File: src/rtl/uart_tx_scheduler.sv
`timescale 1ns/1ps
// uart_tx_scheduler
//   Round-robin scheduler that shares one UART transmitter between N byte
//   requesters, and generates the baud tick used by both sides.
//   CLKIN/RESETN   : clock, asynchronous active-low reset
//   req_data       : N bytes, channel k in [8k+7:8k]
//   req_valid      : per-channel request, held until its req_ready pulse
//   req_ready      : one-cycle capture pulse per channel
//   tx_data        : registered byte to the transmitter, changes only in LOAD
//   tx_valid       : frame request to the transmitter
//   tx_ready       : accept from the transmitter (only honoured in SEND)
//   clock_enable   : baud tick, one cycle every CLK_DIV cycles
//   busy           : state is not IDLE
//   grant_id       : channel being served, holds last value when idle
module uart_tx_scheduler #(
  parameter int N          = 4,
  parameter int CLK_DIV    = 16,
  parameter int HOLD_TICKS = 10
) (
  input  logic                 CLKIN,
  input  logic                 RESETN,
  input  logic [N*8-1:0]       req_data,
  input  logic [N-1:0]         req_valid,
  output logic [N-1:0]         req_ready,
  output logic [7:0]           tx_data,
  output logic                 tx_valid,
  input  logic                 tx_ready,
  output logic                 clock_enable,
  output logic                 busy,
  output logic [$clog2(N)-1:0] grant_id
);

  localparam int          IW        = $clog2(N);
  localparam int          DW        = $clog2(CLK_DIV);
  localparam int          HW        = $clog2(HOLD_TICKS + 1);
  localparam int unsigned NU        = N;
  localparam logic [DW-1:0] DIV_LAST  = DW'(CLK_DIV - 1);
  localparam logic [HW-1:0] HOLD_LAST = HW'(HOLD_TICKS - 1);

  typedef enum logic [1:0] {IDLE, LOAD, SEND, HOLD} state_t;

  state_t        state, state_nxt;
  logic [DW-1:0] div_cnt;
  logic [HW-1:0] hold_cnt, hold_cnt_nxt;
  logic [IW-1:0] ptr, ptr_nxt, sel;
  logic          found;
  logic [7:0]    byte_sel;
  logic [7:0]    tx_data_nxt;
  logic          tx_valid_nxt;
  logic [N-1:0]  req_ready_nxt;

  // Free-running baud divider.
  always_ff @(posedge CLKIN or negedge RESETN) begin
    if (!RESETN)
      div_cnt <= '0;
    else if (div_cnt == DIV_LAST)
      div_cnt <= '0;
    else
      div_cnt <= div_cnt + 1'b1;
  end

  assign clock_enable = (div_cnt == DIV_LAST);

  // Round-robin search: first valid channel starting at ptr+1 (mod N).
  always_comb begin
    found    = 1'b0;
    sel      = '0;
    byte_sel = '0;
    for (int unsigned i = 1; i <= NU; i++) begin
      for (int unsigned k = 0; k < NU; k++) begin
        if (!found && req_valid[k] && (k == (32'(ptr) + i) % NU)) begin
          found    = 1'b1;
          sel      = IW'(k);
          byte_sel = req_data[8*k +: 8];
        end
      end
    end
  end

  always_comb begin
    state_nxt     = state;
    ptr_nxt       = ptr;
    hold_cnt_nxt  = hold_cnt;
    tx_data_nxt   = tx_data;
    tx_valid_nxt  = tx_valid;
    req_ready_nxt = '0;
    case (state)
      IDLE: begin
        if (|req_valid)
          state_nxt = LOAD;
      end
      LOAD: begin
        // A request withdrawn between IDLE and LOAD simply returns to IDLE.
        if (found) begin
          tx_data_nxt   = byte_sel;
          ptr_nxt       = sel;
          req_ready_nxt = {{(N-1){1'b0}}, 1'b1} << sel;
          tx_valid_nxt  = 1'b1;
          state_nxt     = SEND;
        end else begin
          state_nxt = IDLE;
        end
      end
      SEND: begin
        if (tx_ready) begin
          tx_valid_nxt = 1'b0;
          hold_cnt_nxt = '0;
          state_nxt    = HOLD;
        end
      end
      HOLD: begin
        if (clock_enable) begin
          hold_cnt_nxt = hold_cnt + 1'b1;
          if (hold_cnt == HOLD_LAST)
            state_nxt = IDLE;
        end
      end
      default: state_nxt = IDLE;
    endcase
  end

  always_ff @(posedge CLKIN or negedge RESETN) begin
    if (!RESETN) begin
      state     <= IDLE;
      ptr       <= '0;
      hold_cnt  <= '0;
      tx_data   <= '0;
      tx_valid  <= 1'b0;
      req_ready <= '0;
    end else begin
      state     <= state_nxt;
      ptr       <= ptr_nxt;
      hold_cnt  <= hold_cnt_nxt;
      tx_data   <= tx_data_nxt;
      tx_valid  <= tx_valid_nxt;
      req_ready <= req_ready_nxt;
    end
  end

  // The round-robin pointer always equals the last granted channel.
  assign grant_id = ptr;
  assign busy     = (state != IDLE);

endmodule

File: config.mk
export PLATFORM = sky130hd
export DESIGN_NAME = uart_tx_scheduler
export DESIGN_NICKNAME = d
export VERILOG_FILES = /design/src/rtl/uart_tx_scheduler.sv
export SDC_FILE = /design/constraint.sdc
export NUM_CORES = 1
export LEC_CHECK = 0
export CAP_MARGIN = 20
export CORE_ASPECT_RATIO = 1.5
export CORE_UTILIZATION = 55
export CTS_BUF_LIST = sky130_fd_sc_hd__clkbuf_8
export DETAILED_ROUTE_END_ITERATION = 7
export GPL_ROUTABILITY_DRIVEN = 0
export PLACE_DENSITY = 0.86
export SYNTH_ARGS = -nofsm -noshare
export SYNTH_HDL_FRONTEND = slang
export SYNTH_SLANG_ARGS = --single-unit
File: constraint.sdc
create_clock -name CLKIN -period 3.7 [get_ports CLKIN]
set_clock_uncertainty 0.2 [all_clocks]
set_input_delay 0.37 -clock CLKIN [delete_from_list [all_inputs] [get_ports CLKIN]]
set_output_delay 0.37 -clock CLKIN [all_outputs]
set_load 0.1 [all_outputs]
# ---- Yosys cells after proc, flatten, opt, wreduce, memory -nomap -nowiden
# Cells that the tools add are included.
dict set report classes {
  reduce_logical 59
  mux 62
  eq_ne 22
  shift 1
  n_addsub 6
}
# op count
set op_table {}
lappend op_table {{zero test 32 bit} 4}
lappend op_table {{2-to-1 mux 8 bit} 16}
lappend op_table {{2-to-1 mux 2 bit} 19}
lappend op_table {{logical AND 1 bit} 31}
lappend op_table {{2-to-1 mux 4 bit} 5}
lappend op_table {{2-to-1 mux 1 bit} 19}
lappend op_table {{equality test 2 bit, first input constant} 8}
lappend op_table {{zero test 1 bit} 15}
lappend op_table {{inequality test 2 bit, second input constant} 5}
lappend op_table {{adder 4 x 1 -> 4 bit, second input constant} 2}
lappend op_table {{equality test 1 x 2 -> 1 bit, first input constant} 4}
lappend op_table {{equality test 4 bit, second input constant} 2}
lappend op_table {{one-hot mux 2 bit (4 select lines)} 1}
lappend op_table {{one-hot mux 4 bit (2 select lines)} 1}
lappend op_table {{AND reduction 3 bit} 2}
lappend op_table {{nonzero test 2 bit} 3}
lappend op_table {{adder 2 x 1 -> 2 bit, second input constant} 2}
lappend op_table {{adder 2 bit, second input constant} 2}
lappend op_table {{equality test 2 bit, second input constant} 2}
lappend op_table {{AND reduction 4 bit} 1}
lappend op_table {{OR reduction 4 bit} 1}
lappend op_table {{left shift 1 x 2 -> 4 bit, first input constant} 1}
lappend op_table {{equality test 2 x 1 -> 1 bit, second input constant} 1}
lappend op_table {{zero test 2 bit} 1}
lappend op_table {{2 further kinds} 2}
dict set report totals {
  inputBits 39
  word_cells 157
  out_inout_bits 17
  register_bits 25
}

# ---- Longest topological paths before layout
# Gate-level depths: netlist of run 1.
dict set report depth {
  depth_word 67
  mapped_depth 8
  mapped_depth_nobuf 6
}

# ---- Worst setup path after synthesis of run 1
# Ideal clock, no wire load.
dict set report synth_path {
  kind {flip-flop to flip-flop}
  start {register ptr[1] (netlist: grant_id[1])}
  end {register tx_data[1]}
  t_arrival_ns 2.280
  required_ns 3.374
  n_path_buf 1
  period_less_slack_ns 2.606
  setup_ns 0.126
  setup_slack_ns 1.094
  path_stages_with_launch 8
  cell_sequence {dfrtp_1 > buf_2 > nor3_2 > and2_4 > or2_1 > a211oi_1 > o21ai_1 > a221o_1}
}
dict set report synth_between {
  elab_chain_cells 65
  word_cells_on_any_way 99
  cone_classes {4 x add/sub; 12 x eq/ne; 32 x mux; 51 x reduce/logical}
}
# element line_no
set synth_rtl {}
lappend synth_rtl {{start: declaration} 45} ;# logic [IW-1:0] ptr, ptr_nxt, sel;
lappend synth_rtl {{start signal: assignment} 132} ;# ptr <= ptr_nxt;
lappend synth_rtl {{adder 2 x 1 -> 2 bit} 71} ;# if (!found && req_valid[k] && (k == (32'(ptr) + i) % NU)) begin
lappend synth_rtl {{zero test 32 bit} 71}
lappend synth_rtl {{logical AND 1 bit} 71}
lappend synth_rtl {{2-to-1 mux 1 bit} 71}
lappend synth_rtl {{zero test 1 bit} 71}
lappend synth_rtl {{logical AND 1 bit (2 in a row)} 71}
lappend synth_rtl {{2-to-1 mux 1 bit} 71}
lappend synth_rtl {{zero test 1 bit} 71}
lappend synth_rtl {{(+46 left out)} n/a}
lappend synth_rtl {{2-to-1 mux 1 bit} 71}
lappend synth_rtl {{zero test 1 bit} 71}
lappend synth_rtl {{logical AND 1 bit (2 in a row)} 71}
lappend synth_rtl {{2-to-1 mux 1 bit} 71}
lappend synth_rtl {{zero test 1 bit} 71}
lappend synth_rtl {{logical AND 1 bit (2 in a row)} 71}
lappend synth_rtl {{2-to-1 mux 1 bit} 71}
lappend synth_rtl {{AND reduction 2 bit (no source line)} n/a}
lappend synth_rtl {{end signal: assignment} 134} ;# tx_data <= tx_data_nxt;
lappend synth_rtl {{end: declaration} 25} ;# output logic [7:0] tx_data,
# Several ways; a longest one is shown, not always the timed one.
# A chain may end at the register's enable or synchronous reset.

# ---- Worst setup path after layout of run 1
dict set report layout_path {
  start {register ptr[1] (netlist: grant_id[1])}
  end {register tx_data[2]}
}
# The elaborated chain is that of the path after synthesis.

==> results of run 1 <==
-- registers in the layout (all words and copies together), names as in the netlist, named ones only --
| name | count |
|---|---|
| div_cnt | 4 |
| grant_id | 2 |
| hold_cnt | 4 |
| req_ready | 4 |
| state | 1 |
| tx_data | 8 |
| tx_valid | 1 |
-- power breakdown --
part | switching (mW) | total, mW | internal, mW | leakage (nW)
Clock | 0.0884 | 0.163 | 0.0743 | 0.0269
Sequential | 0.0466 | 0.349 | 0.303 | 0.321
Combinational | 0.328 | 0.507 | 0.178 | 0.789
-- cells in the mapped netlist (all sizes together), types with 2 or more instances --
library cell and number:
dfrtp 25, nand2 28, xor2 3, a21oi 16, nor3b 3, a211oi 4, o221ai 9, a221o 4
nand4 5, nand2b 7, or4 2, and2 3, nand3 14, nor3 9, o32ai 2, nor2 21
a22o 2, o21ai 22, or2 3, or3b 3, and3 6, a221oi 6, ha 3, clkbuf 4
a222oi 5, a2bb2oi 4, o22ai 8, nand4b 2, nand3b 3, and3b 2, inv 4, a32o 4
o2111ai 2, buf 18, a211o 3, nor2b 7
-- area by class of cell --
| class | instances | area [um2] | share of cell area (%) |
|---|---|---|---|
| multi-input cells | 230 | 1500 | 52.5 |
| repair buffers | 62 | 616 | 21.5 |
| well taps | 45 | 56.3 | 1.97 |
| flip-flops and latches | 25 | 626 | 21.9 |
| inverters | 4 | 15.0 | 0.525 |
| clock inverters | 1 | 3.75 | 0.131 |
| clock buffers | 3 | 41.3 | 1.44 |
-- stage by stage --
step	instance area (um2)	power (mW)	instances	hold slack (ps)	setup WS [ps]
after global placement	2790	0.841	365	262	911
after CTS	2830	1.00	369	295	1040
after detailed placement	2790	0.847	365	274	897
after global routing	2860	1.06	370	240	804
after floorplan	2270	0.700	281	-126	1090
final	2860	1.02	370	208	938
-- path summary, 6_finish.rpt --
path                                         startpoint                       to  cells past startpoint
worst min register to register     tx_valid$_DFFE_PN0P_     tx_valid$_DFFE_PN0P_                      2
worst max register to register  grant_id[1]$_DFFE_PN0P_   tx_data[2]$_DFFE_PN0P_                      6
worst min-delay path                             RESETN     div_cnt[3]$_DFF_PN0_                      1
max in group asynchronous                        RESETN  grant_id[0]$_DFFE_PN0P_                      2
worst max-delay path            grant_id[1]$_DFFE_PN0P_   tx_data[2]$_DFFE_PN0P_                      6
min in group CLKIN                 tx_valid$_DFFE_PN0P_     tx_valid$_DFFE_PN0P_                      2
-- kinds of logic (layout without fill, tap and decap cells) --
logic type / after synthesis / after routing
adder cells (fa/ha/maj): 3 / 3
AO/OA/AOI/OAI: 102 / 102
AND/OR/NAND/NOR: 121 / 121
flip-flops: 25 / 25
multiplexers: 1 / 1
buffers and inverters: 26 / 70
XOR/XNOR: 3 / 3
-- routing by layer --
layer  vias up  wire [um]
li1       1193          -
met1      1237       2560
met2       206       3750
met3        49        765
met4         0        382
met5         -          0
==> flow_summary.json, run 1 <==
{
  "htreeDepth": 1,
  "slew_headroom_pct": 32.6,
  "cts_tree": "done",
  "ios": 56,
  "r2r_setup_slack_ps": 940,
  "ys_warn_count": 0,
  "gr-total-overflow": 0,
  "final_common_cell": "clkdlybuf4s50_1",
  "firstDrtPassIters": 5,
  "setup_tns_ps": 0,
  "initial_core_util_pct": 57.3,
  "layout-drive-gt1-share_pct": 8.31,
  "cp.required_ps": 3690,
  "post_cts_resized": 0,
  "ant_nets": 0,
  "ctsRootBufferMaster": "clkbuf_8",
  "synth_seq_cells": 25,
  "yosysUniqueCellTypes": 67,
  "met2_usage_pct": 57.6,
  "syn_area_um2": 2270,
  "wl_um": 7460,
  "p_per_area_nw_per_um2": 356,
  "synthCells": 281,
  "die_w_um": 54.4,
  "fin_util_pct": 72.3,
  "cts_buffers": 3,
  "core_area_um2": 3960,
  "setup_violations": 0,
  "drv_slew": 0,
  "worst_pin_slew_ps": 1010,
  "ir_drop_mv": 0.255,
  "grt_pass1_wl_um": 11900,
  "drtIter0Drc": 280,
  "synth_top_family_by_area": "compound AO/OA/AOI/OAI gates",
  "drc": 0,
  "crit_fanout": 30,
  "grt_max_degree": 31,
  "most-common-layout-cells": "clkdlybuf4s50_1 (52), nand2_1 (27), dfrtp_1 (25), nor2_1 (21), o21ai_0 (20)",
  "clk_path_buf_depth": 2,
  "grt.total_usage_pct": 36.9,
  "synth_xor_area_share_pct": 1.16,
  "crit_family": "flip-flops",
  "wl_per_cell_um": 20.1,
  "numClockSinks": 25,
  "setup.worst_path.start_class": "flop",
  "portBuffers": 55,
  "n_antenna_cell": 0,
  "worst_hold_path_type": "input port to asynchronous set/reset pin",
  "fin_crit_sh_pct": 74.7,
  "fin_nets": 368,
  "worstPathCellList": "inv_1 -> nor3_1 -> a211o_1 -> a211o_1 -> o2111ai_1 -> a41oi_1",
  "via_count": 2685,
  "leakagePower_nw": 1.14,
  "area_growth_pct": 26.1,
  "yosysSeqAreaShare_pct": 27.6,
  "maxCapViolations": 0,
  "critPathArrivalTime_ps": 2750,
  "yosys.area_share.simple_pct": 29.8,
  "synth.top_cell.area_share_pct": 27.6,
  "crit_type": "flop to flop",
  "synth_ff_type": "dfrtp_1",
  "crit_buf_inv": 1,
  "globalRouteMet1Util_pct": 41.5,
  "finalWorstPathRequiredPeriod_ps": 2760,
  "synthAdderAreaFrac_pct": 1.65,
  "cpPeakStageDelay_ps": 920,
  "die_area_um2": 4390,
  "num-fill-cells": 330,
  "ctsHoldBuffers": 0,
  "busiest_layer": "met2",
  "rsz0062_at_grt": "no",
  "cpMostUsedCell": "a211o_1",
  "async_reset_ff_share_pct": 100,
  "muxShareOfSynthArea_pct": 0.441,
  "syn_nets": 323,
  "synth-compound-area-share_pct": 33.1,
  "status": "finished, final reports clean",
  "antenna_found_initial": 0,
  "rows": 28,
  "synth_enable_flop_cells": 0,
  "grt_pass1_vias": 2565,
  "max_freq_mhz": 362,
  "cpMaxStageDelayCell": "dfrtp_1",
  "path_clk_slew_ps": 90,
  "dp_hpwl_um": 5510,
  "syn_area_per_cell_um2": 8.07,
  "hold_violations": 0,
  "endpoint_kind": "flop",
  "synth_area_leaders": "dfrtp_1 (28%), nand2_1 (4.5%), o21ai_0 (4.4%)",
  "grt.met3_usage_pct": 9.85,
  "vias_per_cell": 7.26,
  "yosys.area.top_type": "dfrtp_1",
  "die_h_um": 80.7,
  "clk_latency_ps": 270,
  "post_cts_buffers": 0
}
No activity file was read; power rests on OpenSTA's default activity.
==> inputs of run 2 (changes only) <==
Settings changed: CORE_UTILIZATION 55 to 47, PLACE_DENSITY 0.86 to 0.78.
Clock period 3.7 ns to 2.5 ns, I/O delays scaled along.
==> run 2 against run 1 <==
  * Critical endpoint is now tx_data[4]$_DFFE_PN0P_
  * Clock-buffer cell count did not move
  * Critical path depth rose by 1
  * Non-clock buffer count rose by 25
==> flow_summary.json, run 2 (same netlist as run 1, synthesis figures left out) <==
{
  "numClockSinks": 25,
  "instances_no_fill": 414,
  "num-fill-cells": 435,
  "via_count": 2711,
  "wl_per_cell_um": 18.4,
  "most-common-layout-cells": "buf_4 (49), clkdlybuf4s50_1 (38), nand2_1 (27), dfrtp_1 (23), nor2_1 (21)",
  "crit_fanout": 9,
  "drtIter0Drc": 233,
  "final_area_um2": 3020,
  "firstDrtPassIters": 6,
  "rsz0062_at_grt": "no",
  "rows": 30,
  "placed_cells": 410,
  "setup_violations": 0,
  "globalRouteMet1Util_pct": 37.4,
  "p_total_mw": 1.51,
  "setup_tns_ps": 0,
  "worst_hold_path_type": "input port to asynchronous set/reset pin",
  "path_clk_slew_ps": 90,
  "critPathArrivalTime_ps": 2320,
  "clk_latency_ps": 260,
  "internal_power_mw": 0.832,
  "post_cts_buffers": 0,
  "p_seq_share_pct": 34.2,
  "ctsRootBufferMaster": "clkbuf_8",
  "ant_nets": 0,
  "portBuffers": 55,
  "finalWorstPathRequiredPeriod_ps": 2340,
  "crit_start": "req_valid[3]",
  "met2_usage_pct": 56.7,
  "top_register": "tx_data",
  "die_area_um2": 5110,
  "final_common_cell": "buf_4",
  "p_switching_mw": 0.680,
  "status": "finished, final reports clean",
  "layout-drive-gt1-share_pct": 19.4,
  "ir_drop_mv": 0.289,
  "switching_share_pct": 45.0,
  "worst_pin_slew_ps": 497,
  "grt_pass1_vias": 2554,
  "p_comb_share_pct": 50.7,
  "core_area_um2": 4580,
  "busiest_layer": "met2",
  "n_antenna_cell": 0,
  "area_growth_pct": 33.1,
  "p_per_area_nw_per_um2": 501,
  "grt_pass1_wl_um": 12300,
  "post_cts_resized": 0,
  "die_h_um": 87.1,
  "ios": 56,
  "endpoint_kind": "flop",
  "grt_max_degree": 31,
  "drc": 0,
  "ctsHoldBuffers": 0,
  "cts_buffers": 3,
  "cp.required_ps": 2490,
  "maxCapViolations": 0,
  "placed_area_um2": 2970,
  "grt.met3_usage_pct": 3.27,
  "cts_tree": "done",
  "antenna_found_initial": 0,
  "clk_path_buf_depth": 2,
  "initial_core_util_pct": 49.5,
  "fin_ws_ps": 164,
  "crit_type": "input port to flop",
  "post-place-ws_ps": -48.1,
  "htreeDepth": 1,
  "max_freq_mhz": 428,
  "dp_hpwl_um": 5970,
  "fin_crit_sh_pct": 93.5,
  "wl_um": 7640,
  "largest_reg_flops": 8,
  "vias_per_cell": 6.55,
  "worstReg2RegStart": "grant_id[0]$_DFFE_PN0P_",
  "setup.worst_path.start_class": "input port",
  "gr-total-overflow": 0,
  "die_w_um": 58.7,
  "leakagePower_nw": 1.28,
  "slew_headroom_pct": 66.9,
  "clkPwrFrac_pct": 15.1,
  "fin_nets": 393,
  "grt.total_usage_pct": 31.4,
  "drv_slew": 0,
  "hold_violations": 0
}
-- run 2: changes by cell type in the layout (fill, tap and decap cells not counted), sizes merged --
cell	change
clkdlybuf4s50	-14
buf	+39
-- run 2: power groups by stage --
| stage | Sequential [mW] | Combinational [mW] | Clock [mW] |
|---|---|---|---|
| floorplan | 0.715 | 0.322 | 0 |
| global placement | 0.523 | 0.748 | 0 |
| detailed placement | 0.523 | 0.757 | 0 |
| CTS | 0.515 | 0.759 | 0.233 |
| global route | 0.526 | 0.811 | 0.251 |
| finish | 0.518 | 0.766 | 0.228 |
-- run 2: path summary, 6_finish.rpt --
path / slack, ps / endpoint / depth (start not counted)
min in group CLKIN: 290 / div_cnt[3]$_DFF_PN0_ / 1
setup / recovery: 160 / tx_data[4]$_DFFE_PN0P_ / 7
hold / removal: 140 / state[0]$_DFFE_PN0P_ / 2
setup reg to reg: 230 / tx_data[4]$_DFFE_PN0P_ / 7
max in group asynchronous: 1690 / grant_id[0]$_DFFE_PN0P_ / 2
hold reg to reg: 290 / div_cnt[3]$_DFF_PN0_ / 1
-- run 2: per-layer routing --
| metal | wire (um) | vias up | part of all wire [%] |
|---|---|---|---|
| li1 | - | 1243 | - |
| met1 | 2810 | 1284 | 37 |
| met2 | 4030 | 162 | 53 |
| met3 | 552 | 22 | 7.2 |
| met4 | 239 | 0 | 3.1 |
| met5 | 0 | - | 0 |
-- run 2: cell type report --
| cell class | instances | area (um2) | area share, % |
|---|---|---|---|
| clock inverter | 1 | 3.75 | 0.124 |
| tap | 64 | 80.1 | 2.65 |
| timing repair buffer | 87 | 748 | 24.8 |
| sequential | 25 | 628 | 20.8 |
| inverter | 4 | 15.0 | 0.497 |
| clock buffer | 3 | 41.3 | 1.37 |
| multi-input combinational | 230 | 1500 | 49.8 |
-- run 2: metrics by stage --
step | utilization, % | hold slack, ps
detailed placement | 64.9 | 281
CTS | 65.9 | 152
finish | 65.9 | 142
global route | 65.9 | 185
global placement | 64.9 | 268
floorplan | - | -246
-- run 2: critical path, stage by stage --
cell	delay [ps]
clkdlybuf4s50_1	580
buf_4	260
or3b_1	350
a21boi_1	370
a222oi_1	130
a21oi_1	190
a2bb2oi_1	190
